**src/rtl/hamming_pkg.sv**
```systemverilog
// Shared constants, state encoding and encode helpers for the Hamming(7,4) pass sequencer.
// Codeword bit i-1 holds Hamming position i; data nibble bit k holds d_k.
package hamming_pkg;

  localparam int DATA_W = 4;
  localparam int CODE_W = 7;
  localparam int SYN_W  = 3;
  localparam int STEP_W = 3;
  localparam int T_W    = 8;

  typedef enum logic [STEP_W-1:0] {
    ST_IDLE = 3'd0,
    ST_LOAD = 3'd1,
    ST_ENC  = 3'd2,
    ST_INJ  = 3'd3,
    ST_SYN  = 3'd4,
    ST_COR  = 3'd5,
    ST_DONE = 3'd6
  } state_e;

  // Data-nibble masks selecting the data bits covered by each parity bit.
  localparam logic [DATA_W-1:0] PAR_MASK_P1 = 4'b1011;  // d0,d1,d3
  localparam logic [DATA_W-1:0] PAR_MASK_P2 = 4'b1101;  // d0,d2,d3
  localparam logic [DATA_W-1:0] PAR_MASK_P4 = 4'b1110;  // d1,d2,d3

  // Codeword masks selecting the positions checked by each syndrome bit.
  localparam logic [CODE_W-1:0] SYN_MASK_S1 = 7'b1010101;  // positions 1,3,5,7
  localparam logic [CODE_W-1:0] SYN_MASK_S2 = 7'b1100110;  // positions 2,3,6,7
  localparam logic [CODE_W-1:0] SYN_MASK_S4 = 7'b1111000;  // positions 4,5,6,7

  function automatic logic [CODE_W-1:0] hamming_encode(input logic [DATA_W-1:0] d);
    logic p1;
    logic p2;
    logic p4;
    p1 = ^(d & PAR_MASK_P1);
    p2 = ^(d & PAR_MASK_P2);
    p4 = ^(d & PAR_MASK_P4);
    return {d[3], d[2], d[1], p4, d[0], p2, p1};
  endfunction

  // Single-bit mask for a Hamming position; position 0 yields no flip.
  function automatic logic [CODE_W-1:0] pos_mask(input logic [SYN_W-1:0] pos);
    logic [CODE_W-1:0] m;
    m = '0;
    if (pos != '0) begin
      m = 7'(1) << (pos - 3'd1);
    end
    return m;
  endfunction

  function automatic logic [DATA_W-1:0] extract_data(input logic [CODE_W-1:0] c);
    return {c[6], c[5], c[4], c[2]};
  endfunction

endpackage

```
**src/rtl/hamming_syndrome.sv**
```systemverilog
// Combinational Hamming(7,4) syndrome: {s4,s2,s1}, which equals the erroneous position
// for any single-bit error and zero for a valid codeword.
module hamming_syndrome
  import hamming_pkg::*;
(
  input  logic [CODE_W-1:0] code,
  output logic [SYN_W-1:0]  syn
);

  assign syn = {^(code & SYN_MASK_S4), ^(code & SYN_MASK_S2), ^(code & SYN_MASK_S1)};

endmodule

```
**src/rtl/hamming_seq_ctrl.sv**
```systemverilog
// Sequenced encode / error-inject / syndrome / correct pass over one nibble.
// Seven-state FSM; results are registered and held from DONE until the next LOAD.
module hamming_seq_ctrl
  import hamming_pkg::*;
(
  input  logic              clk,
  input  logic              rst,
  input  logic              start,
  input  logic [DATA_W-1:0] data_in,
  input  logic              err_en,
  input  logic [SYN_W-1:0]  err_pos,
  output logic              busy,
  output logic              done,
  output logic [STEP_W-1:0] step,
  output logic [T_W-1:0]    T,
  output logic [CODE_W-1:0] code_out,
  output logic [SYN_W-1:0]  syndrome,
  output logic              err_detected,
  output logic [DATA_W-1:0] data_out
);

  state_e              state_q, state_d;
  logic [DATA_W-1:0]   data_q, data_d;
  logic                err_en_q, err_en_d;
  logic [SYN_W-1:0]    err_pos_q, err_pos_d;
  logic [CODE_W-1:0]   code_q, code_d;
  logic [SYN_W-1:0]    syn_q, syn_d;
  logic                err_det_q, err_det_d;
  logic [DATA_W-1:0]   dout_q, dout_d;

  logic [SYN_W-1:0]    syn_calc;
  logic [CODE_W-1:0]   corrected;

  hamming_syndrome u_syndrome (
    .code (code_q),
    .syn  (syn_calc)
  );

  always_ff @(posedge clk) begin
    if (rst) begin
      state_q   <= ST_IDLE;
      data_q    <= '0;
      err_en_q  <= 1'b0;
      err_pos_q <= '0;
      code_q    <= '0;
      syn_q     <= '0;
      err_det_q <= 1'b0;
      dout_q    <= '0;
    end else begin
      state_q   <= state_d;
      data_q    <= data_d;
      err_en_q  <= err_en_d;
      err_pos_q <= err_pos_d;
      code_q    <= code_d;
      syn_q     <= syn_d;
      err_det_q <= err_det_d;
      dout_q    <= dout_d;
    end
  end

  // Start is only looked at in IDLE, so a request during a pass is dropped, not queued.
  always_comb begin
    state_d = ST_IDLE;
    case (state_q)
      ST_IDLE: state_d = start ? ST_LOAD : ST_IDLE;
      ST_LOAD: state_d = ST_ENC;
      ST_ENC:  state_d = ST_INJ;
      ST_INJ:  state_d = ST_SYN;
      ST_SYN:  state_d = ST_COR;
      ST_COR:  state_d = ST_DONE;
      ST_DONE: state_d = ST_IDLE;
      default: state_d = ST_IDLE;
    endcase
  end

  always_comb begin
    data_d    = data_q;
    err_en_d  = err_en_q;
    err_pos_d = err_pos_q;
    code_d    = code_q;
    syn_d     = syn_q;
    err_det_d = err_det_q;
    dout_d    = dout_q;
    corrected = code_q ^ pos_mask(syn_q);
    case (state_q)
      ST_LOAD: begin
        data_d    = data_in;
        err_en_d  = err_en;
        err_pos_d = err_pos;
      end
      ST_ENC: code_d = hamming_encode(data_q);
      ST_INJ: begin
        if (err_en_q) begin
          code_d = code_q ^ pos_mask(err_pos_q);
        end
      end
      ST_SYN: begin
        syn_d     = syn_calc;
        err_det_d = (syn_calc != '0);
      end
      ST_COR: dout_d = extract_data(corrected);
      default: ;
    endcase
  end

  always_comb begin
    busy         = (state_q != ST_IDLE);
    done         = (state_q == ST_DONE);
    step         = state_q;
    T            = '0;
    T[state_q]   = 1'b1;
    code_out     = code_q;
    syndrome     = syn_q;
    err_detected = err_det_q;
    data_out     = dout_q;
  end

endmodule

```
**config.mk**
```make
export PLATFORM = sky130hd
export DESIGN_NAME = hamming_seq_ctrl
export DESIGN_NICKNAME = d
export VERILOG_FILES = /design/src/rtl/hamming_pkg.sv /design/src/rtl/hamming_syndrome.sv /design/src/rtl/hamming_seq_ctrl.sv
export SDC_FILE = /design/constraint.sdc
export NUM_CORES = 1
export LEC_CHECK = 0
export ABC_AREA = 1
export CAP_MARGIN = 20
export CORE_AREA = 2 2 71 73
export DETAILED_ROUTE_END_ITERATION = 6
export DIE_AREA = 0 0 73 75
export PLACE_DENSITY = 0.59
export SKIP_LAST_GASP = 1
export SYNTH_ARGS = -nofsm -noshare
export SYNTH_HDL_FRONTEND = slang
export SYNTH_SLANG_ARGS = --single-unit
```
**constraint.sdc**
```tcl
create_clock -name clk -period 1.2 [get_ports clk]
set_input_delay 0.36 -clock clk [delete_from_list [all_inputs] [get_ports clk]]
set_output_delay 0.36 -clock clk [all_outputs]
set_load 0.05 [all_outputs]
```
# == Word-level counts from Yosys, hierarchy flattened ==
# Index checks and enable logic that the tools add are counted.
# word_totals
reg_bits,26
inputBits,11
elab_cells,47
# classes
add_sub_neg,2
n_lt_le_gt_ge,2
n_eq_ne,7
shifts,2
n_mux,10
bitwise_logic,2
n_reduce_logical,14
# op_table
op,n
two-way mux 7 bit,5
XOR reduction 7 bit,3
one-hot mux 3 bit (6 select lines),1
one-hot mux 7 bit (2 select lines),1
<< shifter 1 x 3 -> 7 bit (first input constant),2
bitwise XOR 7 bit,2
nonzero test 3 bit,4
XOR reduction 4 bit,3
== test 3 bit (second input constant),3
== test 3 x 2 -> 1 bit (second input constant),2
subtractor 3 x 1 -> 3 bit (second input constant),2
less-than comparator 3 x 4 -> 1 bit (second input constant),1
demux 1 bit (select 3 bit),1
== test 3 x 1 -> 1 bit (second input constant),1
>= comparator 3 x 1 -> 1 bit (second input constant),1
logical NOT 3 bit,1
two-way mux 1 bit,2
!= test 2 bit (second input constant),1
AND reduction 2 bit,1
nonzero test 2 bit,1
logical AND 1 bit,1

# == Longest topological paths before layout ==
# Gate-level depths: netlist of run 1.
# depth
depth_word,8
depth_mapped,10
depth_no_buf,9

# == By module ==
# A second synthesis of run 1 with hierarchy kept.
# unflattened
cells_unflattened,233
hier_area_um2,1539.0
# by_module_without_submodules
module,instances,cells_each,area_per_inst_um2,seq_area_each_um2
hamming_seq_ctrl,1,190,1372.6,520.5
hamming_syndrome,1,43,166.4,0.0

# == Worst setup path before layout of run 1 ==
# No wires, ideal clock.
# synth_path
path_type,reg-to-reg
start,"register state_q[0], in the netlist step[0]"
end,"register state_q[0], in the netlist step[0]"
setup_ps,121
t_arrival_ps,1923
required_ps,1079
setup_slack_ps,-844
stages_incl_launch_ff,7
n_path_buf,1
synth_period_minus_slack_ps,2044
cell_sequence,dfxtp_1 > buf_4 > inv_1 > nand2_1 > inv_1 > a21oi_1 > a21oi_1
# synth_via
elab_chain_cells,2
elab_cells_between_ends,7
classes_between,eq/ne (5); mux (1); reduce/logical (1)
# synth_lines
item,line_no,text
from (decl),hamming_seq_ctrl.sv:22,"state_e state_q, state_d;"
from (signal assigned),hamming_seq_ctrl.sv:50,state_q <= state_d;
"== test 3 bit, or another cell as far along",hamming_seq_ctrl.sv:64,case (state_q)
one-hot mux 3 bit (6 select lines) *,hamming_seq_ctrl.sv:64,
# Mark *: on every way between the ends. The rest lies on a longest branch, timed or not.
# A chain may end at the register's enable or synchronous reset.

# == Final worst setup path of run 1 ==
# layout_path
start,"register state_q[1], in the netlist step[1]"
end,output port T[4]
# layout_via
elab_chain_cells,4
elab_cells_between_ends,5
classes_between,order compare (2); mux (2); reduce/logical (1)
# layout_lines
item,line_no,text
less-than comparator 3 x 4 -> 1 bit (not written as such) / >= comparator 3 x 1 -> 1 bit (equally long branches),hamming_seq_ctrl.sv:111,T[state_q] = 1'b1;
logical AND 1 bit (not written as such),hamming_seq_ctrl.sv:111,
two-way mux 1 bit (not written as such),hamming_seq_ctrl.sv:111,
demux 1 bit (select 3 bit) *,hamming_seq_ctrl.sv:111,
to (decl),hamming_seq_ctrl.sv:15,"output logic [T_W-1:0] T,"
# Marks and branches as above.

==> results of run 1 <==
synthesized netlist by cell type:
library cell and count:
nand2_1 68, inv_1 35, nand3_1 27, dfxtp_1 26
a21oi_1 18, nor2_1 17, o21ai_0 17, a21oi_2 5
nand4_1 4, buf_2 3, xor2_1 3, buf_6 2
inv_2 2, o21a_1 2, buf_4 1, clkbuf_1 1
inv_6 1, nand2_2 1, nor2_2 1, nor2_8 1
nor3_4 1, o211ai_1 1, o21ai_1 1, o21ai_2 1
o21bai_1 1
per-layer routing:
metal	vias to the layer above	wire, µm
li1	939	-
met1	833	2000
met2	44	2290
met3	6	174
met4	0	69
met5	-	0
cells in the final DEF, fill, tap and decap left out, drive strengths merged, types with 2 or more instances in the layout:
| cell | Yosys | final |
|---|---|---|
| inv | 38 | 34 |
| nor2 | 19 | 19 |
| clkinvlp | 0 | 4 |
| nand3 | 27 | 27 |
| dfxtp | 26 | 26 |
| o21a | 2 | 2 |
| nand2 | 69 | 69 |
| buf | 6 | 77 |
| clkbuf | 1 | 4 |
| xor2 | 3 | 3 |
| clkdlybuf4s50 | 0 | 9 |
| o21ai | 19 | 19 |
| a21oi | 23 | 23 |
| nand4 | 4 | 4 |
how the worst min path moves through the flow:
stage	startpoint	endpoint	slack [ns]	cells past startpoint
floorplan	err_en_q$_SDFFE_PP0N_	err_en_q$_SDFFE_PP0N_	0.48	2
global placement	err_en_q$_SDFFE_PP0N_	err_en_q$_SDFFE_PP0N_	0.50	2
detailed placement	err_en_q$_SDFFE_PP0N_	err_en_q$_SDFFE_PP0N_	0.51	2
CTS	err_en_q$_SDFFE_PP0N_	err_en_q$_SDFFE_PP0N_	0.52	2
global route	rst	code_out[4]$_SDFFE_PP0P_	0.51	3
finish	rst	code_out[4]$_SDFFE_PP0P_	0.51	3
metrics by stage:
| step | hold WS, ns | power (µW) | std cells | cell area [µm²] | worst slack, ns |
|---|---|---|---|---|---|
| 4_1_cts | 0.522 | 2870 | 374 | 2790 | -0.345 |
| 6_report | 0.506 | 2970 | 378 | 2950 | -0.357 |
| 5_1_grt | 0.509 | 3140 | 378 | 2950 | -0.403 |
| 3_5_place_dp | 0.511 | 2290 | 355 | 2560 | -0.338 |
| 2_1_floorplan | 0.481 | 1720 | 240 | 1630 | -0.433 |
| 3_3_place_gp | 0.495 | 2280 | 355 | 2560 | -0.309 |
logic make-up (layout without fill, tap and decap cells):
kind of cell,after synthesis,count (layout),share of synthesized area
compound gates,46,46,0.171
xor+xnor,3,3,0.0171
buf+inv,45,129,0.128
flops,26,26,0.339
simple gates,120,120,0.344
report_power, final:
| group | internal (µW) | switching, µW | total [µW] |
|---|---|---|---|
| Combinational | 654 | 739 | 1390 |
| Clock | 239 | 299 | 537 |
| Sequential | 936 | 103 | 1040 |
worst max-delay path: stages (launching register included):
cell and delay (ns):
dfxtp_4 0.40, buf_6 0.13, nor3_4 0.22, buf_12 0.17
state kept, by name, summed over array words and instances (netlist names):
| register | flops |
|---|---|
| code_out | 7 |
| data_out | 4 |
| data_q | 4 |
| err_detected | 1 |
| err_en_q | 1 |
| err_pos_q | 3 |
| step | 3 |
| syndrome | 3 |
cell type report:
class	instances	area (µm²)	share of cell area
Clock buffer	4	45.0	0.0152
Inverter	38	170	0.0576
Multi-Input combinational cell	169	983	0.333
Sequential cell	26	563	0.191
Tap cell	54	67.6	0.0229
Timing Repair Buffer	87	1120	0.381
timing repair:
action,CTS,global route
resized for setup,28,48
pin swaps,3,12
endpoints found under the setup margin,44,51
setup buffers,17,5
cloned,0,0
==> qor.csv, run 1 <==
stage,metric,value,unit
status,outcome,"finished, violations left",
status,violations,negative setup slack,
synth,yosysSeqAreaShare,0.339,
synth,yosysTopAreaCell,dfxtp_1,
cts,cts_buffer_depth,2,
floorplanning,coreArea,4660,µm²
placement,dpl.hpwl,3220,µm
power,ir_worst_vdd,524,µV
placement,port_buffers,38,
synth,ys_ff_latch,26,
floorplanning,dieHeight,75,µm
floorplanning,initial_core_util,0.329,
cts,h-tree-depth,1,
floorplanning,fp.dieW,73,µm
grt,grt_pass1_wl,7290,µm
detailed_routing,via_count,1822,
critical_path,crit_start,step[1]$_SDFF_PP0_,
finish,drive_gt1_frac,0.457,
power,power_leakage,0.00127,µW
synth,synth.avg_cell_area,6.39,µm²
synth,synth.distinct_cells,25,
critical_path,crit_arrival,1.20,ns
cts,clock_latency,0.28,ns
synth,syn-num-nets,251,
detailed_routing,drcViolationCount,0,
sta,hold_viol_final,0,
grt,grt_pass1_vias,1683,
min_path,worstHoldPathType,primary input to flop,
critical_path,required,0.84,ns
synth,yosys_warnings,0,
floorplanning,num_rows,25,
placement,gp_congestion,0.906,
detailed_routing,avgViaCountPerCell,4.82,
finish,utilization,0.634,
sta,fin_crit,1.56,ns
finish,fillers,382,
grt,met2_usage,0.290,
sta,finalCritPeriodShare,1.30,
cts,path_clk_slew,0.10,ns
detailed_routing,drt_iter0_drc,76,
cts,cts_tree,yes,
cts,cts_buffers,3,
cts,clock-sinks,26,
critical_path,ff2ff_path_depth,9,
critical_path,critPathLaunchType,flop,
grt,grt_max_degree,16,
detailed_routing,wire_per_inst,12.0,µm
run,maxCapViolations,0,
critical_path,r2r-end,code_out[4]$_SDFFE_PP0P_,
sta,fmax,0.642,GHz
finish,flow.area_growth_from_synthesis,92.6,%
critical_path,worstReg2RegStart,step[1]$_SDFF_PP0_,
cts,clockRootBuffer,clkbuf_8,
floorplanning,fp.dieArea,5480,µm²
floorplanning,ios,39,
sta,final_max_slew_viol_count,0,
sta,skew,0.00463,ns
finish,antenna_cells,0,
grt,grt_usage,0.166,
detailed_routing,wl,4530,µm
critical_path,worst-setup-path-type,flop to output port,
cts,hold_buffers,0,
grt,busiest_layer,met2,
power,p_per_area,1010,nW/µm²
grt,met3_usage,0.0308,
sta,worstMarginPinSlew,0.237,ns
sta,fin_ws,-0.357,ns
synth,synthCells,240,
sta,tns,-5.59,ns
detailed_routing,firstDrtPassIters,5,
critical_path,regToRegSetupSlack,-0.22,ns
sta,relSlewSlack,0.840,
grt,antenna_found_initial,0,
critical_path,end_kind,output port,
grt,grtUsageMet1,0.213,
sta,setup_viol,31,
detailed_routing,ant_nets,0,
synth,synth_area,1530,µm²
synth,yosys-top-cells-area,"dfxtp_1 (34%), nand2_1 (17%), nand3_1 (8.8%)",
critical_path,cp-endpoint,T[4],
critical_path,crit_fanout,6,
grt,grt-ovfl-total,0,
synth,synth_top_area_share,0.339,
sta,rsz0062_at_grt,true,
finish,fin_nets,336,
(Power assumes the default switching activity.)
==> run 2, diff against run 1 <==
--- a/config.mk
+++ b/config.mk
@@ -5,11 +5,10 @@
 export SDC_FILE = /design/constraint.sdc
 export NUM_CORES = 1
 export LEC_CHECK = 0
-export ABC_AREA = 1
 export CAP_MARGIN = 20
-export CORE_AREA = 2 2 71 73
+export CORE_AREA = 2 2 70 72
 export DETAILED_ROUTE_END_ITERATION = 6
-export DIE_AREA = 0 0 73 75
+export DIE_AREA = 0 0 72 74
 export PLACE_DENSITY = 0.59
 export SKIP_LAST_GASP = 1
 export SYNTH_ARGS = -nofsm -noshare
==> run 2 against run 1 <==
Compared with the run above:
- the flow still finishes with violations (negative setup slack)
- final cell count down 19%
- register-to-register slack worse by 0.07 ns
- worst setup slack worse by 0.013 ns
- critical path depth unchanged
- power down 16%
- final area up 1.5%
- hold slack better by 0.050 ns
- count of clock-buffer cells in the layout unchanged
- fmax down 0.83%
- sequential power down 7%
- global-route usage up 1.7 points
- flip-flop and latch count unchanged
- largest cell class unchanged
- largest power group is now registers
==> qor.csv, run 2 <==
stage,metric,value,unit,change
floorplanning,initial_core_util,0.322,,-0.00695
critical_path,end_kind,output port,,
detailed_routing,via_count,1576,,-14%
power,p_per_area,832,nW/µm²,-17%
floorplanning,coreArea,4600,µm²,-1.3%
detailed_routing,drt_iter0_drc,18,,-76%
detailed_routing,ant_nets,0,,unchanged
critical_path,required,0.84,ns,about the same
synth,yosys_warnings,0,,unchanged
sta,finalCritPeriodShare,1.31,,+0.0108
finish,layout_common_cells,"buf_4 (44), buf_12 (27), nor2_1 (21)",,
min_path,worstHoldPathType,flop to flop,,
power,power_leakage,0.00118,µW,-7.2%
synth,synth-edff-count,0,,unchanged
grt,grt_max_degree,15,,-1
power,p_int,1680,µW,-8.3%
critical_path,worst-setup-path-type,flop to output port,,
sta,fmax,0.637,GHz,-0.83%
cts,hold_buffers,0,,unchanged
critical_path,crit_arrival,1.21,ns,about the same
sta,relSlewSlack,0.757,,-0.0836
finish,flow.area_growth_from_synthesis,102,%,
finish,layout_commonest_cell,buf_4,,
critical_path,crit_chain,nand3b_4 -> clkinvlp_4 -> buf_12,,
cts,clock_latency,0.27,ns,about the same
cts,h-tree-depth,1,,unchanged
finish,final_area,3000,µm²,+1.5%
power,ir_worst_vdd,586,µV,+12%
finish,finalNonFillerCells,308,,-19%
critical_path,critPathMaxStageDelay,0.46,ns,+0.06 ns
synth,yosys_most_used_dff,dfxtp_1,,
sta,rsz0062_at_grt,true,,
floorplanning,fp.dieW,72,µm,-1.4%
critical_path,cp_slowest_cell,dfxtp_4,,
detailed_routing,wire_per_inst,16.3,µm,+36%
synth,yosysSeqAreaShare,0.351,,+0.0120
sta,fin_ws,-0.370,ns,-0.0130 ns
grt,grt_pass1_vias,1586,,-5.8%
grt,grt-ovfl-total,0,,unchanged
critical_path,cp.buffers_inverters,2,,unchanged
power,clockPowerShare,0.238,,+0.057
critical_path,crit_fanout,9,,+3
placement,placed_cell_area,2470,µm²,-3.5%
finish,antenna_cells,0,,unchanged
synth,ys_ff_latch,26,,unchanged
finish,drive_gt1_frac,0.638,,+0.181
power,seqPwrFrac,0.389,,+0.039
sta,fin_crit,1.57,ns,+0.0130 ns
sta,final_max_slew_viol_count,0,,unchanged
detailed_routing,drcViolationCount,0,,unchanged
critical_path,critical_path.top_delay_family,flip-flops,,
synth,synth.distinct_cells,45,,+80%
finish,fillers,327,,-14%
sta,timing.hold.ws,0.556,ns,+0.0500 ns
floorplanning,fp.dieArea,5330,µm²,-2.7%
cts,path_clk_slew,0.10,ns,about the same
floorplanning,dieHeight,74,µm,-1.3%
synth,synthCells,160,,-33%
finish,largest_reg_flops,7,,unchanged
critical_path,critPathLaunchType,flop,,
synth,async_reset_ff_frac,0,,unchanged
power,power.share.switching,0.328,,-0.0562
sta,skew,0.00370,ns,-0.000929 ns
detailed_routing,wl,5010,µm,+11%
power,power.switching,819,µW,-28%
cts,clock-sinks,26,,unchanged
power,comb_power_share,0.373,,-0.096
synth,synth.most_common_cell,dfxtp_1,,
status,violations,negative setup slack,,
sta,setup_viol,40,,+29%
finish,ff_latch_area,573,µm²,+1.8%
sta,worstMarginPinSlew,0.356,ns,+0.119 ns
finish,fin_nets,266,,-21%
floorplanning,ios,39,,unchanged
finish,multi_input_area,1090,µm²,+11%
placement,dp_slack,-0.257,ns,+0.0804 ns
placement,dpl.hpwl,3050,µm,-5.3%
cts,cts_buffers,3,,unchanged
run,maxCapViolations,0,,unchanged
cts,clockRootBuffer,clkbuf_8,,
grt,grt_usage,0.183,,+0.0167
floorplanning,num_rows,25,,unchanged
synth,synth.avg_cell_area,9.26,µm²,+45%
synth,syn-num-nets,171,,-32%
cts,cts_buffer_depth,2,,unchanged
placement,gp_congestion,0.786,,-13%
status,outcome,"finished, violations left",,
synth,yosys-top-cells-area,"dfxtp_1 (35%), mux2i_1 (6.1%), nor2_1 (6.1%)",,
cts,cts_tree,yes,,
synth,yosysTopAreaCell,dfxtp_1,,
placement,dpl.cell_count,279,,-21%
placement,port_buffers,38,,unchanged
synth,synth_top_area_share,0.351,,+0.0120
detailed_routing,avgViaCountPerCell,5.12,,+6.2%
grt,antenna_found_initial,0,,unchanged
sta,hold_viol_final,0,,unchanged
detailed_routing,firstDrtPassIters,4,,-1
synth,synth_common_cells,"dfxtp_1 (26), nor2_1 (24), xnor2_1 (10)",,
synth,synth_area,1480,µm²,-3.4%
power,finalPower,2500,µW,-16%
grt,grt_pass1_wl,7570,µm,+3.8%
==> run 2: cell types whose count changed after synthesis, sizes merged, moves of 4 or more <==
cell | previous run | this run
a211oi | 0 | 8
a21oi | 23 | 7
inv | 38 | 7
mux2i | 0 | 9
nand2 | 69 | 5
nand3 | 27 | 2
nand3b | 0 | 4
nor2 | 19 | 27
nor2b | 0 | 5
nor3 | 1 | 8
o21ai | 19 | 5
xnor2 | 0 | 12
==> run 2: repair_timing <==
action | 4_1_cts | 5_1_grt
setup endpoints to repair | 44 | 50
gates resized for setup | 35 | 36
gates cloned | 0 | 0
buffers inserted | 22 | 5
pin swaps | 9 | 6
==> run 2: layout make-up <==
class	instances	share of cell area
flip-flops and latches	26	0.191
clock buffers	4	0.0184
well taps	54	0.0225
repair buffers	99	0.391
multi-input cells	118	0.364
inverters	7	0.0125
==> run 2: cells by family after synthesis <==
family | Yosys count | synth area share
buf+inv | 16 | 0.0676
simple gates | 62 | 0.259
mux | 9 | 0.0608
xor+xnor | 17 | 0.121
flops | 26 | 0.351
compound gates | 30 | 0.140
==> run 2: power groups by stage <==
stage	sequential, µW	clock, µW	combinational, µW
detailed placement	989	0	756
finish	972	593	931
global route	979	644	971
floorplan	1030	0	378
global placement	987	0	744
CTS	968	588	858
==> run 2: tightest hold or removal path, delay by kind of cell, from the launching register on <==
kind / cells / cell delay [ns]
compound gates: 1 / 0.05
simple gates: 1 / 0.13
flops: 1 / 0.35
==> run 2: layer usage <==
metal	track usage	vias to the layer above	wire, µm
met3	0.0230	14	210
met5	0	-	0
met2	0.366	50	2810
met4	0.0482	0	169
li1	-	739	-
met1	0.203	773	1820
==> run 2: final timing paths <==
| kind | start | to | slack [ns] | cells after the start |
|---|---|---|---|---|
| setup / recovery | step[2]$_SDFF_PP0_ | T[3] | -0.37 | 3 |
| hold / removal | data_out[1]$_SDFFE_PP0N_ | data_out[1]$_SDFFE_PP0N_ | 0.56 | 2 |
| setup reg to reg | step[2]$_SDFF_PP0_ | code_out[3]$_SDFFE_PP0P_ | -0.29 | 6 |
| hold reg to reg | data_out[1]$_SDFFE_PP0N_ | data_out[1]$_SDFFE_PP0N_ | 0.56 | 2 |
==> run 2: stage by stage <==
| step | setup TNS, ns | util |
|---|---|---|
| floorplan | -7.06 | - |
| global placement | -4.82 | 0.537 |
| detailed placement | -5.48 | 0.537 |
| CTS | -6.10 | 0.619 |
| global route | -8.14 | 0.652 |
| finish | -6.53 | 0.652 |
==> run 3, diff against run 2 <==
--- a/config.mk
+++ b/config.mk
@@ -10,7 +10,7 @@
 export DETAILED_ROUTE_END_ITERATION = 6
 export DIE_AREA = 0 0 72 74
 export PLACE_DENSITY = 0.59
-export SKIP_LAST_GASP = 1
+export RECOVER_POWER = 100
 export SYNTH_ARGS = -nofsm -noshare
 export SYNTH_HDL_FRONTEND = slang
 export SYNTH_SLANG_ARGS = --single-unit
==> run 3 against run 2 <==
Compared with the run above:
- the flow still finishes with violations (negative setup slack)
- final area shrank 1.2%
- global-route usage shrank 0.20 points
- largest power group unchanged
- sequential share of layout area up 0.057 points
- clock power hardly changed
- count of clock-buffer cells in the layout did not move
- via count is 1.7% lower
- routed wire length decreased by 4.5%
- die area unchanged
- clock skew decreased by 0.0024 ns
- register-to-register slack is essentially flat
- utilization shrank 0.76 points
- non-clock buffer count shrank 2
==> qor.csv, run 3 (synthesized netlist as in run 2, its figures left out) <==
stage,metric,value,unit,change
floorplanning,fp.dieArea,5330,µm²,unchanged
critical_path,end_kind,output port,,
finish,layout_commonest_cell,buf_4,,
cts,hold_buffers,0,,unchanged
finish,flow.area_growth_from_synthesis,100,%,
sta,fin_crit,1.56,ns,-0.0107 ns
critical_path,cp_slowest_cell,dfxtp_4,,
placement,port_buffers,38,,unchanged
min_path,hp-start,rst,,
sta,hold_viol_final,0,,unchanged
detailed_routing,ant_nets,0,,unchanged
min_path,min_path_cells,2,,unchanged
finish,layout_common_cells,"buf_4 (40), buf_12 (27), buf_6 (19)",,
cts,h-tree-depth,1,,unchanged
sta,final_max_slew_viol_count,0,,unchanged
sta,rsz0062_at_grt,true,,
detailed_routing,avgViaCountPerCell,5.06,,-1.1%
power,power_leakage,0.00118,µW,-0.13%
status,violations,negative setup slack,,
critical_path,r2r-end,code_out[3]$_SDFFE_PP0P_,,
critical_path,critical_path.top_delay_family,flip-flops,,
detailed_routing,via_count,1549,,-1.7%
critical_path,worst-setup-path-type,flop to output port,,
critical_path,worstReg2RegStart,step[1]$_SDFF_PP0_,,
finish,antenna_cells,0,,unchanged
critical_path,regToRegSetupSlack,-0.28,ns,about the same
critical_path,critPathLaunchType,flop,,
placement,gp_congestion,0.786,,unchanged
grt,grt_usage,0.181,,-0.00201
detailed_routing,drt_iter0_drc,43,,+25
sta,skew,0.00134,ns,-0.00235 ns
floorplanning,coreArea,4600,µm²,unchanged
finish,fillers,329,,+0.61%
floorplanning,fp.dieW,72,µm,unchanged
sta,worstMarginPinSlew,0.362,ns,+0.00602 ns
finish,fin_nets,264,,-0.75%
floorplanning,dieHeight,74,µm,unchanged
grt,grt_pass1_vias,1569,,-1.1%
power,ir_worst_vdd,483,µV,-17%
floorplanning,ios,39,,unchanged
run,maxCapViolations,0,,unchanged
min_path,worstHoldPathType,primary input to flop,,
sta,fin_ws,-0.359,ns,+0.0107 ns
cts,clock-sinks,26,,unchanged
cts,cts_tree,yes,,
placement,dp_slack,-0.257,ns,unchanged
sta,finalCritPeriodShare,1.30,,-0.00896
grt,grt_pass1_wl,7560,µm,about the same
placement,dpl.hpwl,3050,µm,unchanged
critical_path,crit_fanout,6,,-3
sta,setup_viol,36,,-10%
critical_path,ff2ff_path_depth,6,,unchanged
finish,largest_reg_flops,7,,unchanged
min_path,worstHoldEndpoint,code_out[2]$_SDFFE_PP0P_,,
detailed_routing,drcViolationCount,0,,unchanged
grt,antenna_found_initial,0,,unchanged
power,p_per_area,832,nW/µm²,about the same
grt,grt-ovfl-total,0,,unchanged
detailed_routing,firstDrtPassIters,4,,unchanged
status,outcome,"finished, violations left",,
cts,path_clk_slew,0.10,ns,about the same
critical_path,required,0.84,ns,about the same
critical_path,cp.buffers_inverters,2,,unchanged
floorplanning,num_rows,25,,unchanged
cts,clock_latency,0.27,ns,about the same
cts,cts_buffer_depth,2,,unchanged
finish,final_area,2960,µm²,-1.2%
detailed_routing,wl,4780,µm,-4.5%
finish,drive_gt1_frac,0.631,,-0.00684
cts,cts_buffers,3,,unchanged
critical_path,crit_chain,nor3_4 -> buf_4 -> buf_12,,
cts,clockRootBuffer,clkbuf_8,,
sta,fmax,0.641,GHz,+0.69%
sta,relSlewSlack,0.753,,-0.00412
floorplanning,initial_core_util,0.322,,unchanged
grt,grt_max_degree,15,,unchanged
placement,placed_cell_area,2470,µm²,unchanged
critical_path,crit_arrival,1.20,ns,about the same
critical_path,critPathMaxStageDelay,0.40,ns,-0.06 ns
detailed_routing,wire_per_inst,15.6,µm,-3.9%
[run 3: worst reg2reg max path: stages (launching register included)]
cell and delay [ns]:
dfxtp_4 0.43, nor2b_4 0.18, buf_4 0.11, buf_4 0.10, o21ai_2 0.11, a211oi_2 0.30, o211a_1 0.19
[run 3: cell type report]
| cell class | count | area, µm² | area share |
|---|---|---|---|
| Timing Repair Buffer | 97 | 1170 | 0.396 |
| Multi-Input combinational cell | 118 | 1060 | 0.359 |
| Sequential cell | 26 | 568 | 0.192 |
| Tap cell | 54 | 67.6 | 0.0228 |
| Clock buffer | 4 | 55.1 | 0.0186 |
| Inverter | 7 | 37.5 | 0.0127 |
[run 3: repair_timing]
action / CTS / global route
buffers inserted: 22 / 2
resized for setup: 42 / 27
setup endpoints to repair: 44 / 50
pin swaps: 9 / 1
[run 3: worst max path at each step]
stage | startpoint | slack, ns | to | depth (start not counted)
floorplan | step[2]$_SDFF_PP0_ | -0.70 | busy | 3
global route | step[1]$_SDFF_PP0_ | -0.41 | T[2] | 4
global placement | rst | -0.21 | code_out[2]$_SDFFE_PP0P_ | 3
detailed placement | rst | -0.26 | data_out[2]$_SDFFE_PP0N_ | 3
CTS | step[0]$_SDFF_PP0_ | -0.36 | T[0] | 3
finish | step[0]$_SDFF_PP0_ | -0.36 | T[0] | 3
[run 3: routing by layer]
metal	GRT usage	up-vias	share of wire
li1	-	736	-
met1	0.210	749	0.39
met2	0.354	54	0.55
met3	0.0203	10	0.042
met4	0.0461	0	0.022
met5	0	-	0
[run 3: stage by stage]
| stage | util | total power (µW) | cells | hold slack, ns | TNS (ns) |
|---|---|---|---|---|---|
| after floorplan | - | 1410 | 160 | 0.492 | -7.06 |
| after global placement | 0.537 | 1730 | 279 | 0.515 | -4.82 |
| after detailed placement | 0.537 | 1740 | 279 | 0.523 | -5.48 |
| after CTS | 0.622 | 2420 | 305 | 0.536 | -5.96 |
| after global routing | 0.645 | 2560 | 306 | 0.541 | -8.41 |
| final | 0.645 | 2460 | 306 | 0.532 | -6.55 |
[run 3: power breakdown]
part / switching, µW / internal [µW]
Combinational: 427 / 479
Clock: 297 / 294
Sequential: 74.8 / 893
